`src/rtl/mux_select_sequencer.sv`:
```
// rtl/mux_select_sequencer.sv - scans a 4:1 mux select across channels, holding each for max(dwell,1) cycles
// Build option: SEQ_SKIP_MASKED_EN skips channels whose mask bit is 0 instead of dwelling on them with EN=0.
module mux_select_sequencer (
  input  logic       clk,
  input  logic       rst,
  input  logic       start,
  input  logic       stop,
  input  logic [3:0] mask,
  input  logic [7:0] dwell,
  output logic [1:0] S,
  output logic       EN,
  output logic       busy,
  output logic       wrap
);

  typedef enum logic [0:0] {
    IDLE = 1'b0,
    SCAN = 1'b1
  } state_t;

  state_t     state_q, state_d;
  logic [7:0] cnt_q, cnt_d;
  logic [1:0] sel_q, sel_d;
  logic       en_q, en_d;
  logic       busy_q, busy_d;
  logic       wrap_q, wrap_d;

  logic [7:0] dwell_m1;
  logic [1:0] first_ch;
  logic [1:0] next_ch;

`ifdef SEQ_SKIP_MASKED_EN
  // Lowest enabled channel; only meaningful when m != 0.
  function automatic logic [1:0] first_set(input logic [3:0] m);
    logic [1:0] f;
    f = 2'd0;
    for (int i = 3; i >= 0; i--) begin
      if (m[i]) f = 2'(i);
    end
    return f;
  endfunction

  // Next enabled channel cyclically above cur; falls back to cur when it is the only one enabled.
  function automatic logic [1:0] next_set(input logic [1:0] cur, input logic [3:0] m);
    logic [1:0] c;
    logic [1:0] n;
    n = cur;
    for (int k = 3; k >= 1; k--) begin
      c = cur + 2'(k);
      if (m[c]) n = c;
    end
    return n;
  endfunction
`endif

  always_comb begin
    dwell_m1 = (dwell == 8'd0) ? 8'd0 : dwell - 8'd1;
`ifdef SEQ_SKIP_MASKED_EN
    first_ch = first_set(mask);
    next_ch  = next_set(sel_q, mask);
`else
    first_ch = 2'd0;
    next_ch  = sel_q + 2'd1;
`endif
  end

  always_comb begin
    state_d = state_q;
    cnt_d   = cnt_q;
    sel_d   = sel_q;
    en_d    = en_q;
    busy_d  = busy_q;
    wrap_d  = 1'b0;
    unique case (state_q)
      IDLE: begin
        en_d   = 1'b0;
        busy_d = 1'b0;
        if (start && !stop && (mask != 4'd0)) begin
          state_d = SCAN;
          sel_d   = first_ch;
          cnt_d   = dwell_m1;
          en_d    = mask[first_ch];
          busy_d  = 1'b1;
        end
      end
      SCAN: begin
        if (stop) begin
          state_d = IDLE;
          en_d    = 1'b0;
          busy_d  = 1'b0;
        end else if (cnt_q != 8'd0) begin
          cnt_d = cnt_q - 8'd1;
        end else if (mask == 4'd0) begin
          // Nothing left to scan: drop out quietly, select held.
          state_d = IDLE;
          en_d    = 1'b0;
          busy_d  = 1'b0;
        end else begin
          sel_d  = next_ch;
          cnt_d  = dwell_m1;
          en_d   = mask[next_ch];
          wrap_d = (next_ch < sel_q);
        end
      end
      default: begin
        state_d = IDLE;
        en_d    = 1'b0;
        busy_d  = 1'b0;
      end
    endcase
  end

  always_ff @(posedge clk) begin
    if (rst) begin
      state_q <= IDLE;
      cnt_q   <= 8'd0;
      sel_q   <= 2'd0;
      en_q    <= 1'b0;
      busy_q  <= 1'b0;
      wrap_q  <= 1'b0;
    end else begin
      state_q <= state_d;
      cnt_q   <= cnt_d;
      sel_q   <= sel_d;
      en_q    <= en_d;
      busy_q  <= busy_d;
      wrap_q  <= wrap_d;
    end
  end

  assign S    = sel_q;
  assign EN   = en_q;
  assign busy = busy_q;
  assign wrap = wrap_q;

endmodule

```
`config.mk`:
```
export PLATFORM = sky130hd
export DESIGN_NAME = mux_select_sequencer
export DESIGN_NICKNAME = d
export VERILOG_FILES = /design/src/rtl/mux_select_sequencer.sv
export SDC_FILE = /design/constraint.sdc
export NUM_CORES = 1
export LEC_CHECK = 0
export ABC_AREA = 1
export BUFFER_PORTS_ARGS = -buffer_cell sky130_fd_sc_hd__buf_2
export CAP_MARGIN = 20
export CORE_MARGIN = 4
export CORE_UTILIZATION = 55
export DETAILED_ROUTE_END_ITERATION = 12
export PLACE_DENSITY = 0.83
export SLEW_MARGIN = 20
export SYNTH_ARGS = -nofsm -noshare
export SYNTH_HDL_FRONTEND = slang
export SYNTH_SLANG_ARGS = --single-unit
```
`constraint.sdc`:
```
create_clock -name clk -period 2.3 [get_ports clk]
set_input_delay 0.345 -clock clk [delete_from_list [all_inputs] [get_ports clk]]
set_output_delay 0.345 -clock clk [all_outputs]
set_load 0.02 [all_outputs]
```
-- Word level (Yosys, flattened, before mapping)
Cells that the tools add are included.
Widths: inputs -> output; s select.
- bits in registers: 14
- output and inout bits: 5
- input bits: 16
- logic and storage cells: 57
- order comparisons: 2
- $add $sub $neg: 3
- reductions and logical operators: 11
- muxes and demuxes: 27
- bitwise logic cells: 1
- eq/ne operators: 7
- operators by type and width (kind ; number):
    $mux 8 ; 5
    $pmux 8 s2 ; 1
    $sub 8x1->8 const B ; 2
    $mux 1 ; 12
    $logic_not 8->1 ; 1
    $mux 2 ; 4
    $ne 2x2->1 const B ; 4
    $reduce_bool 8->1 ; 1
    $ne 3x3->1 const B ; 2
    $pmux 1 s2 ; 3
    $reduce_or 5->1 ; 1
    $logic_not 4->1 ; 1
    $pmux 2 s2 ; 1
    $reduce_and 4->1 ; 1
    $reduce_bool 4->1 ; 1
    $lt 2x3->1 const B ; 1
    $ne 3x2->1 const B ; 1
    $reduce_and 3->1 ; 1
    $add 2x1->2 const B ; 1
    $bmux 1 s2 ; 1
    $logic_and 1x1->1 ; 2
    $lt 2x2->1 ; 1
    $reduce_and 2->1 ; 1
    $logic_not 1->1 ; 1
    $not 1->1 ; 1

-- Logic depth before layout (Yosys ltp)
Gate-level depths: netlist of run 1.
- depth after elaboration: 7
- depth in mapped cells: 11
- mapped depth without buffers: 10

-- Least setup slack after synthesis of run 1
Ideal clock, no wire load.
- path type: register to register
- start: register cnt_q[0]
- end: register cnt_q[1]
- path slack: 928 ps
- period minus slack after synthesis: 1372 ps
- required time: 2183 ps
- stages on the path, launching flop included: 11
- arrival: 1255 ps
- library setup time: 117 ps
- buffers on the path: 1
- cell sequence: dfxtp_1 inv_1 ha_1 nand2_1 nor2_4 nand2_2 nand2_4 inv_2 buf_6 o21ai_0 nor2_1
- cells in the longest elaborated chain, start to end: 4
- elaborated cells between the ends (all ways): 7
- classes of those cells: add/sub (1); eq/ne (1); mux (3); reduce/logical (2)
- ends and longest elaborated chain (element ; line ; RTL):
    start, declared ; 22 ; logic [7:0] cnt_q, cnt_d;
    start signal, assigned ; 123 ; cnt_q <= cnt_d;
    $sub 8x1->8 / $reduce_bool 8->1 (equally long branches) ; 92, 91 ;
    $mux 8 ; 91 ; end else if (cnt_q != 8'd0) begin
    $mux 8 ; 87 ; if (stop) begin
    $pmux 8 s2 ; 74 ; unique case (state_q)
Parallel ways exist; a longest one is shown, timed or not. The select of a mux whose other input is x is not followed.
A chain may end at the register's enable or synchronous reset.

-- Worst setup path in the final report of run 1
- start: register cnt_q[0]
- end: register sel_q[0] (netlist: S[0])
- cells in the longest elaborated chain, start to end: 3
- ends and longest elaborated chain (element ; line ; RTL):
    $reduce_bool 8->1 ; 91 ;
    $ne 2x2->1 (no line) ; - ;
    $reduce_and 4->1 (no line) ; - ;
    end signal, assigned ; 124 ; sel_q <= sel_d;
    end, declared ; 23 ; logic [1:0] sel_q, sel_d;
Every way passes these cells.

==> results of run 1 <==
-- flip-flops by register name (all words and copies together), names as in the netlist --
signal	cells
EN	1
S	2
busy	1
cnt_q	8
state_q	1
wrap	1
-- worst min path at each step --
stage | from | end | slack, ns | cells after the start
3_3_place_gp | cnt_q[7] | cnt_q[7] | 0.47 | 2
5_1_grt | rst | cnt_q[7] | 0.37 | 2
6_report | mask[0] | EN | 0.36 | 3
3_5_place_dp | cnt_q[4] | cnt_q[4] | 0.47 | 2
2_1_floorplan | cnt_q[4] | cnt_q[4] | 0.45 | 2
4_1_cts | mask[0] | EN | 0.35 | 3
-- final cells by class --
type	instances	area share [%]
clock buffer	4	3.03
tap	25	2.62
inverter	20	6.28
timing repair buffer	20	8.37
sequential	14	23.4
multi-input combinational	130	56.3
-- layer usage --
metal,share of wire [%],global-route usage [%],vias up,routed length (um)
met5,0,0,-,0
met4,0.93,4.80,0,23
met3,5.2,6.30,4,127
met2,48,35.8,22,1190
met1,45,25.0,483,1120
li1,-,-,577,-
-- worst reg2reg max path, stage by stage (launching register included) --
cell	delay, ns
dfxtp_1	0.33
inv_1	0.08
ha_1	0.20
nand2_1	0.10
nor2_4	0.06
nor2_2	0.39
nor2_1	0.11
nand2_1	0.13
o21ai_0	0.10
a21oi_1	0.12
-- per-stage QoR --
step	total power (W)	hold WS [ns]	instance area, um2	worst slack, ns
floorplan	0.000426	0.451	1050	0.928
global placement	0.000469	0.465	1160	0.770
detailed placement	0.000473	0.473	1160	0.663
CTS	0.000656	0.350	1200	0.635
global route	0.000696	0.370	1200	0.402
finish	0.000654	0.359	1200	0.622
-- logic make-up after synthesis --
group,Yosys count
and+or+nand+nor,94
AOI/OAI and AO/OA,27
buffers and inverters,23
DFF,14
adders and majority gates,5
xor gates and xnor gates,4
-- layout by cell type (no fill, tap or decap), types with 2 or more instances in the layout --
cell,synthesis,final
inv_1,18,18
inv_2,2,2
clkbuf_4,0,3
nand3b_1,2,2
o21ai_0,11,11
xnor2_1,2,2
ha_1,5,5
nor2_2,3,3
nand3_1,11,11
nor3_1,4,4
nor2_1,27,27
or2_2,2,2
nand2_2,3,3
dfxtp_1,14,14
nand4_1,3,3
a21oi_1,11,11
xor2_1,2,2
nand2_1,36,36
nor2_4,2,2
buf_2,0,20
-- report_power, final --
group | leakage, nW | internal (W) | switching, W
clock | 0.0210 | 0.0000965 | 0.0000868
sequential | 0.115 | 0.000258 | 0.0000139
combinational | 0.425 | 0.0000718 | 0.000126
==> impl_metrics.env, run 1 <==
export IMPL_outcome="completed"
export IMPL_worst_pin_slew_ns=0.500
export IMPL_period_minus_slack_ns=1.68
export IMPL_syn_inst=167
export IMPL_cts_buffers=3
export IMPL_postRouteWirelength_mm=2.46
export IMPL_synth_yosys_warnings=0
export IMPL_hp_class="in -> reg"
export IMPL_synth_common_cells="nand2_1, nor2_1, inv_1"
export IMPL_ant_nets=0
export IMPL_cp_slowest_stage_delay_ns=0.39
export IMPL_post_route_period_util_pct=73.0
export IMPL_crit_required_ns=2.53
export IMPL_synthDominantCellAreaShare_pct=26.6
export IMPL_final_layout_size_suffix_gt1_share_pct=20.7
export IMPL_static_leakage_power_nw=0.561
export IMPL_ctsResizeCount=0
export IMPL_worst_path_max_delay_cell="nor2_2"
export IMPL_reg2reg_slack_ns=0.62
export IMPL_ff_latch_area_um2=280
export IMPL_maxCapViolCount=0
export IMPL_chipWidth_um=51.8
export IMPL_syn_avg_cell_area_um2=6.32
export IMPL_slew_headroom_pct=66.6
export IMPL_fmax_mhz=596
export IMPL_cp_depth=9
export IMPL_start_util_pct=59.8
export IMPL_vias=1086
export IMPL_clock_sinks=14
export IMPL_path_class="reg -> reg"
export IMPL_grt_pass1_wl_mm=4.25
export IMPL_synthAdderAreaFrac_pct=5.93
export IMPL_setup_tns_ns=0
export IMPL_via_per_inst=5.10
export IMPL_crit_top_cell="nand2_1"
export IMPL_routabilityCongestion=0.861
export IMPL_drc=0
export IMPL_clk_latency_ns=0.29
export IMPL_avgRoutedWirePerCell_um=11.6
export IMPL_first_pass_iters=6
export IMPL_path_delay_family="simple AND/OR/NAND/NOR gates"
export IMPL_start_kind="flip-flop"
export IMPL_grt_pass1_vias=998
export IMPL_grt_ovfl_total=0
export IMPL_syn_nets=188
export IMPL_core_area_um2=1760
export IMPL_synth_area_um2=1050
export IMPL_clk_pin_slew_ns=0.09
export IMPL_powerDensity_nw_per_um2=547
export IMPL_yosys_register_bits=14
export IMPL_grt_max_degree=13
export IMPL_regToRegStartpoint="cnt_q[0]"
export IMPL_area_growth_pct=13.4
export IMPL_setup_viol=0
export IMPL_slew_violations=0
export IMPL_io_pins=21
export IMPL_cp_startpoint="cnt_q[0]"
export IMPL_cts_tree="yes"
export IMPL_root_buffer="clkbuf_4"
export IMPL_reg2regPathDepth=9
export IMPL_cts_hold_buffers=0
export IMPL_synth_top_family_by_area="simple AND/OR/NAND/NOR gates"
export IMPL_netlist_top_cells_area="dfxtp_1, nand2_1, nor2_1"
export IMPL_yosys_area_top_type="dfxtp_1"
export IMPL_r2r_end="S[0]"
export IMPL_die_h_um=51.8
export IMPL_dr_first_iter_drc_count=30
export IMPL_cp_num_buf_inv=1
export IMPL_synth_xor_area_share_pct=3.32
export IMPL_n_antenna_cell=0
export IMPL_dp_cells=209
export IMPL_antenna_found_initial=0
export IMPL_finalHoldViolCount=0
export IMPL_rsz0062_at_grt="no"
export IMPL_worstPathArrival_ns=1.90
export IMPL_grt_total_usage_pct=20.7
export IMPL_postCtsSetupBuffers=0
export IMPL_multiInputGateArea_um2=673
export IMPL_crit_fanout=12
export IMPL_rows=15
export IMPL_synth_most_common_cell="nand2_1"
export IMPL_htree_levels=1
export IMPL_place_port_buffers=20
export IMPL_synth_simple_area_share_pct=40.7
export IMPL_cp_end_kind="flip-flop"
export IMPL_fin_util_pct=67.8
export IMPL_synth_compound_area_share_pct=13.9
export IMPL_num_fill_cells=185
export IMPL_fin_cells=213
export IMPL_path_cells="inv_1 -> ha_1 -> nand2_1 -> nor2_4 -> nor2_2 -> nor2_1 -> nand2_1 -> o21ai_0 -> a21oi_1"
export IMPL_cp_endpoint="S[0]"
export IMPL_yosys_most_used_dff="dfxtp_1"
export IMPL_skew_ns=0.00245
export IMPL_dp_hpwl_mm=1.93
export IMPL_muxShareOfSynthArea_pct=0
export IMPL_peakVddDrop_uv=461
export IMPL_nets=210
export IMPL_async_flop_share_pct=0
export IMPL_clockBufferDepth=2
export IMPL_synth_edf_count=0
export IMPL_ys_types=26
export IMPL_dieArea_um2=2680
export IMPL_synth_seq_area_share_pct=26.6
Power figures use the tool's default switching activity.
==> run 2, diff against run 1 <==
--- a/config.mk
+++ b/config.mk
@@ -9,9 +9,9 @@
 export BUFFER_PORTS_ARGS = -buffer_cell sky130_fd_sc_hd__buf_2
 export CAP_MARGIN = 20
 export CORE_MARGIN = 4
-export CORE_UTILIZATION = 55
+export CORE_UTILIZATION = 48
 export DETAILED_ROUTE_END_ITERATION = 12
-export PLACE_DENSITY = 0.83
+export PLACE_DENSITY = 0.77
 export SLEW_MARGIN = 20
 export SYNTH_ARGS = -nofsm -noshare
 export SYNTH_HDL_FRONTEND = slang
==> constraint.sdc (replaced) <==
create_clock -name clk -period 1.43 [get_ports clk]
set_input_delay 0.2145 -clock clk [delete_from_list [all_inputs] [get_ports clk]]
set_output_delay 0.2145 -clock clk [all_outputs]
set_load 0.02 [all_outputs]
==> impl_metrics.env, run 2 (synthesis gave the netlist of run 1 again) <==
export IMPL_outcome="complete, but fails checks"
export IMPL_violations="design-rule violations, negative setup slack"
export IMPL_place_area_um2=1240
export IMPL_grt_total_usage_pct=19.0
export IMPL_seqPwrFrac_pct=38.8
export IMPL_htree_levels=1
export IMPL_final_area_um2=1430
export IMPL_clockBufferDepth=2
export IMPL_largest_reg_flops=8
export IMPL_grt_ovfl_total=0
export IMPL_rsz0062_at_grt="yes"
export IMPL_clk_pin_slew_ns=0.09
export IMPL_worst_pin_slew_ns=0.334
export IMPL_num_fill_cells=154
export IMPL_slew_headroom_pct=77.6
export IMPL_cts_tree="yes"
export IMPL_grt_max_degree=12
export IMPL_path_class="reg -> reg"
export IMPL_top_register="cnt_q"
export IMPL_n_antenna_cell=0
export IMPL_p_sw_share_pct=38.2
export IMPL_crit_required_ns=1.59
export IMPL_p_switching_w=0.000435
export IMPL_p_clk_share_pct=20.1
export IMPL_static_leakage_power_nw=0.659
export IMPL_fin_ws_ns=-0.0225
export IMPL_slew_violations=0
export IMPL_ant_nets=0
export IMPL_fin_util_pct=70.7
export IMPL_crit_fanout=3
export IMPL_start_util_pct=52.2
export IMPL_crit_top_cell="inv_1"
export IMPL_cts_buffers=3
export IMPL_period_minus_slack_ns=1.45
export IMPL_dp_hpwl_mm=1.97
export IMPL_setup_viol=2
export IMPL_worstPathArrival_ns=1.61
export IMPL_cp_end_kind="flip-flop"
export IMPL_die_h_um=54.9
export IMPL_nets=224
export IMPL_maxCapViolCount=0
export IMPL_dr_first_iter_drc_count=62
export IMPL_first_pass_iters=10
export IMPL_grt_pass1_vias=1039
export IMPL_antenna_found_initial=0
export IMPL_finalHoldViolCount=0
export IMPL_chipWidth_um=54.9
export IMPL_cp_num_buf_inv=4
export IMPL_peakVddDrop_uv=456
export IMPL_avgRoutedWirePerCell_um=13.4
export IMPL_path_cells="inv_2 -> buf_4 -> ha_1 -> inv_1 -> nor2_1 -> inv_1 -> o21ai_1 -> nand2_2 -> nand2_1 -> a21oi_1"
export IMPL_rows=16
export IMPL_powerDensity_nw_per_um2=797
export IMPL_clock_sinks=14
export IMPL_place_port_buffers=20
export IMPL_dieArea_um2=3010
export IMPL_core_area_um2=2020
export IMPL_io_pins=21
export IMPL_area_growth_pct=35.6
export IMPL_dpl_worst_slack_ns=-0.0878
export IMPL_postRouteWirelength_mm=3.06
export IMPL_final_common_cell="nand2_1"
export IMPL_final_layout_size_suffix_gt1_share_pct=38.3
export IMPL_post_route_period_util_pct=102
export IMPL_skew_ns=0.00956
export IMPL_drc=1
export IMPL_fmax_mhz=688
export IMPL_root_buffer="clkbuf_4"
export IMPL_comb_power_share_pct=41.1
export IMPL_grt_pass1_wl_mm=4.13
export IMPL_path_delay_family="buffers and inverters"
export IMPL_vias=1245
export IMPL_clk_latency_ns=0.28
export IMPL_worst_path_max_delay_cell="dfxtp_2"
export IMPL_final_cell_mix="nand2_1, nor2_1, buf_2, inv_1"
export IMPL_setup_tns_ns=-0.0340
export IMPL_p_int_w=0.000705
export IMPL_whs_ns=0.231
export IMPL_via_per_inst=5.46
export IMPL_cp_slowest_stage_delay_ns=0.34
export IMPL_start_kind="flip-flop"
export IMPL_hp_class="in -> reg"
export IMPL_routabilityCongestion=0.903
run 2: cell types whose count changed in the layout (fill, tap and decap cells not counted), sizes merged:
cell	change
clkbuf	-1
inv	+1
buf	+13
run 2: metrics by stage:
step                cells  power (W)
finish                228    0.00114
global route          228    0.00120
CTS                   225    0.00103
detailed placement    222   0.000800
global placement      222   0.000791
floorplan             167   0.000686
run 2: routing by layer:
metal,vias up,wire length [um],global-route usage [%]
met2,75,1470,31.1
met5,-,0,0
met3,24,229,2.45
met1,540,1200,23.6
li1,606,-,-
met4,0,161,10.8
run 2: cell type report:
class,count,area (um2),area share [%]
multi-input cells,130,787,55.0
flip-flops and latches,14,285,19.9
repair buffers,33,213,14.9
inverters,20,82.6,5.77
well taps,27,33.8,2.36
clock buffers,3,22.5,1.57
repair inverters,1,6.26,0.437
run 2: power groups by stage:
| stage | Clock [W] | Combinational, W | Sequential [W] |
|---|---|---|---|
| after floorplan | 0 | 0.000236 | 0.000449 |
| after global placement | 0 | 0.000350 | 0.000441 |
| after detailed placement | 0 | 0.000357 | 0.000443 |
| after CTS | 0.000227 | 0.000372 | 0.000435 |
| after global routing | 0.000249 | 0.000508 | 0.000445 |
| final | 0.000229 | 0.000469 | 0.000442 |
run 2: path summary, 6_finish.rpt:
check | from | end | slack [ns] | cells after the start
worst max-delay path | cnt_q[0] | cnt_q[4] | -0.02 | 10
worst min-delay path | mask[0] | EN | 0.23 | 3
worst max register to register | cnt_q[0] | cnt_q[4] | -0.02 | 10
worst min register to register | cnt_q[4] | cnt_q[4] | 0.49 | 2
run 2: what timing repair did:
item / CTS / global route
pin swaps: 2 / 12
buffers inserted: 0 / 2
hold buffers: 0 / 0
setup endpoints to repair: 8 / 13
gates resized for setup: 9 / 34
gates cloned: 0 / 1
run 2: worst register-to-register path: stages (launching register included):
cell and delay, ns:
dfxtp_2 0.34, inv_2 0.07, buf_4 0.12, ha_1 0.13, inv_1 0.07, nor2_1 0.16, inv_1 0.10, o21ai_1 0.17
nand2_2 0.07, nand2_1 0.05, a21oi_1 0.06
==> run 3, diff against run 2 <==
--- a/config.mk
+++ b/config.mk
@@ -9,9 +9,9 @@
 export BUFFER_PORTS_ARGS = -buffer_cell sky130_fd_sc_hd__buf_2
 export CAP_MARGIN = 20
 export CORE_MARGIN = 4
-export CORE_UTILIZATION = 48
+export CORE_UTILIZATION = 58
 export DETAILED_ROUTE_END_ITERATION = 12
-export PLACE_DENSITY = 0.77
+export PLACE_DENSITY = 0.86
 export SLEW_MARGIN = 20
 export SYNTH_ARGS = -nofsm -noshare
 export SYNTH_HDL_FRONTEND = slang
==> constraint.sdc (replaced) <==
create_clock -name clk -period 1.7 [get_ports clk]
set_input_delay 0.255 -clock clk [delete_from_list [all_inputs] [get_ports clk]]
set_output_delay 0.255 -clock clk [all_outputs]
set_load 0.02 [all_outputs]
==> impl_metrics.env, run 3 (synthesis gave the netlist of run 1 again) <==
export IMPL_outcome="completed"
export IMPL_min_to="cnt_q[7]"
export IMPL_min_from="rst"
export IMPL_min_path_cells=2
export IMPL_avgRoutedWirePerCell_um=11.7
export IMPL_start_util_pct=61.1
export IMPL_grt_total_usage_pct=21.5
export IMPL_nets=211
export IMPL_worstPathArrival_ns=1.80
export IMPL_peakVddDrop_uv=612
export IMPL_first_pass_iters=5
export IMPL_vias=1159
export IMPL_dp_hpwl_mm=1.99
export IMPL_area_growth_pct=14.6
export IMPL_r2r_end="cnt_q[4]"
export IMPL_cts_tree="yes"
export IMPL_final_cell_mix="nand2_1, nor2_1, buf_2, inv_1, dfxtp_1"
export IMPL_post_route_period_util_pct=92.8
export IMPL_skew_ns=0.00185
export IMPL_clockBufferDepth=2
export IMPL_regToRegStartpoint="cnt_q[0]"
export IMPL_setup_viol=0
export IMPL_hp_class="in -> reg"
export IMPL_root_buffer="clkbuf_4"
export IMPL_grt_pass1_vias=1096
export IMPL_dpl_worst_slack_ns=0.0617
export IMPL_antenna_found_initial=0
export IMPL_rows=15
export IMPL_dieArea_um2=2560
export IMPL_via_per_inst=5.42
export IMPL_cts_hold_buffers=0
export IMPL_final_layout_size_suffix_gt1_share_pct=21.2
export IMPL_num_fill_cells=160
export IMPL_drc=0
export IMPL_ant_nets=0
export IMPL_period_minus_slack_ns=1.58
export IMPL_clk_latency_ns=0.29
export IMPL_crit_required_ns=1.92
export IMPL_static_leakage_power_nw=0.568
export IMPL_grt_pass1_wl_mm=4.20
export IMPL_postRouteWirelength_mm=2.50
export IMPL_cts_buffers=3
export IMPL_reg2regPathDepth=11
export IMPL_start_kind="flip-flop"
export IMPL_dr_first_iter_drc_count=44
export IMPL_final_common_cell="nand2_1"
export IMPL_htree_levels=1
export IMPL_top_register="cnt_q"
export IMPL_n_antenna_cell=0
export IMPL_grt_max_degree=12
export IMPL_io_pins=21
export IMPL_postCtsSetupBuffers=0
export IMPL_path_class="reg -> reg"
export IMPL_maxCapViolCount=0
export IMPL_chipWidth_um=50.6
export IMPL_core_area_um2=1730
export IMPL_crit_fanout=9
export IMPL_cp_end_kind="flip-flop"
export IMPL_worst_pin_slew_ns=0.345
export IMPL_slew_violations=0
export IMPL_die_h_um=50.6
export IMPL_routabilityCongestion=0.884
export IMPL_clock_sinks=14
export IMPL_fin_ws_ns=0.122
export IMPL_finalHoldViolCount=0
export IMPL_slew_headroom_pct=76.9
export IMPL_fmax_mhz=634
export IMPL_largest_reg_flops=8
export IMPL_reg2reg_slack_ns=0.12
export IMPL_rsz0062_at_grt="no"
export IMPL_place_port_buffers=20
export IMPL_grt_ovfl_total=0
export IMPL_clk_pin_slew_ns=0.08
export IMPL_powerDensity_nw_per_um2=735
export IMPL_setup_tns_ns=0
-- run 3: area by class of cell --
type                    count  area, um2  area share, %
clock buffers               4       36.3           3.00
inverters                  20       75.1           6.21
multi-input cells         130        678           56.1
flip-flops and latches     14        280           23.2
well taps                  25       31.3           2.59
repair buffers             21        108           8.90
-- run 3: critical path: stages (launching register included) --
cell	delay [ns]
dfxtp_1	0.31
inv_1	0.12
ha_1	0.18
nand2_1	0.08
nor2_4	0.14
nor2_2	0.08
buf_4	0.17
nor2_4	0.12
nand2_1	0.07
nand2_1	0.06
nand2_1	0.04
a21oi_1	0.13
-- run 3: metrics by stage --
step | utilization, % | power [W] | cells | cell area [um2] | hold slack, ns
after floorplan | - | 0.000577 | 167 | 1050 | 0.435
after global placement | 67.6 | 0.000634 | 210 | 1170 | 0.460
after detailed placement | 67.6 | 0.000645 | 210 | 1170 | 0.488
after CTS | 69.7 | 0.000890 | 214 | 1200 | 0.269
after global routing | 70.0 | 0.000947 | 214 | 1210 | 0.270
final | 70.0 | 0.000888 | 214 | 1210 | 0.266
-- run 3: repair_timing --
action,in CTS,in global routing
setup endpoints to repair,0,4
endpoints found under the hold margin,0,0
gates resized for setup,0,1
-- run 3: routing by layer --
metal,global-route usage (%),up-vias,wire (um)
li1,-,578,-
met1,22.2,521,992
met2,38.9,41,1240
met3,4.75,19,152
met4,13.5,0,118
met5,0,-,0
-- run 3: how the worst max path moves through the flow --
stage,start,to,slack (ns),depth (start not counted)
after floorplan,cnt_q[0],cnt_q[1],0.33,10
after global placement,cnt_q[0],cnt_q[5],0.20,11
after detailed placement,cnt_q[0],cnt_q[4],0.06,11
after CTS,cnt_q[0],cnt_q[4],0.04,11
after global routing,cnt_q[0],cnt_q[5],0.01,11
final,cnt_q[0],cnt_q[4],0.12,11
-- run 3: power by group --
group          switching (W)  internal [W]  total, W
sequential         0.0000182      0.000350  0.000368
combinational       0.000176      0.000100  0.000276
clock               0.000114      0.000131  0.000245
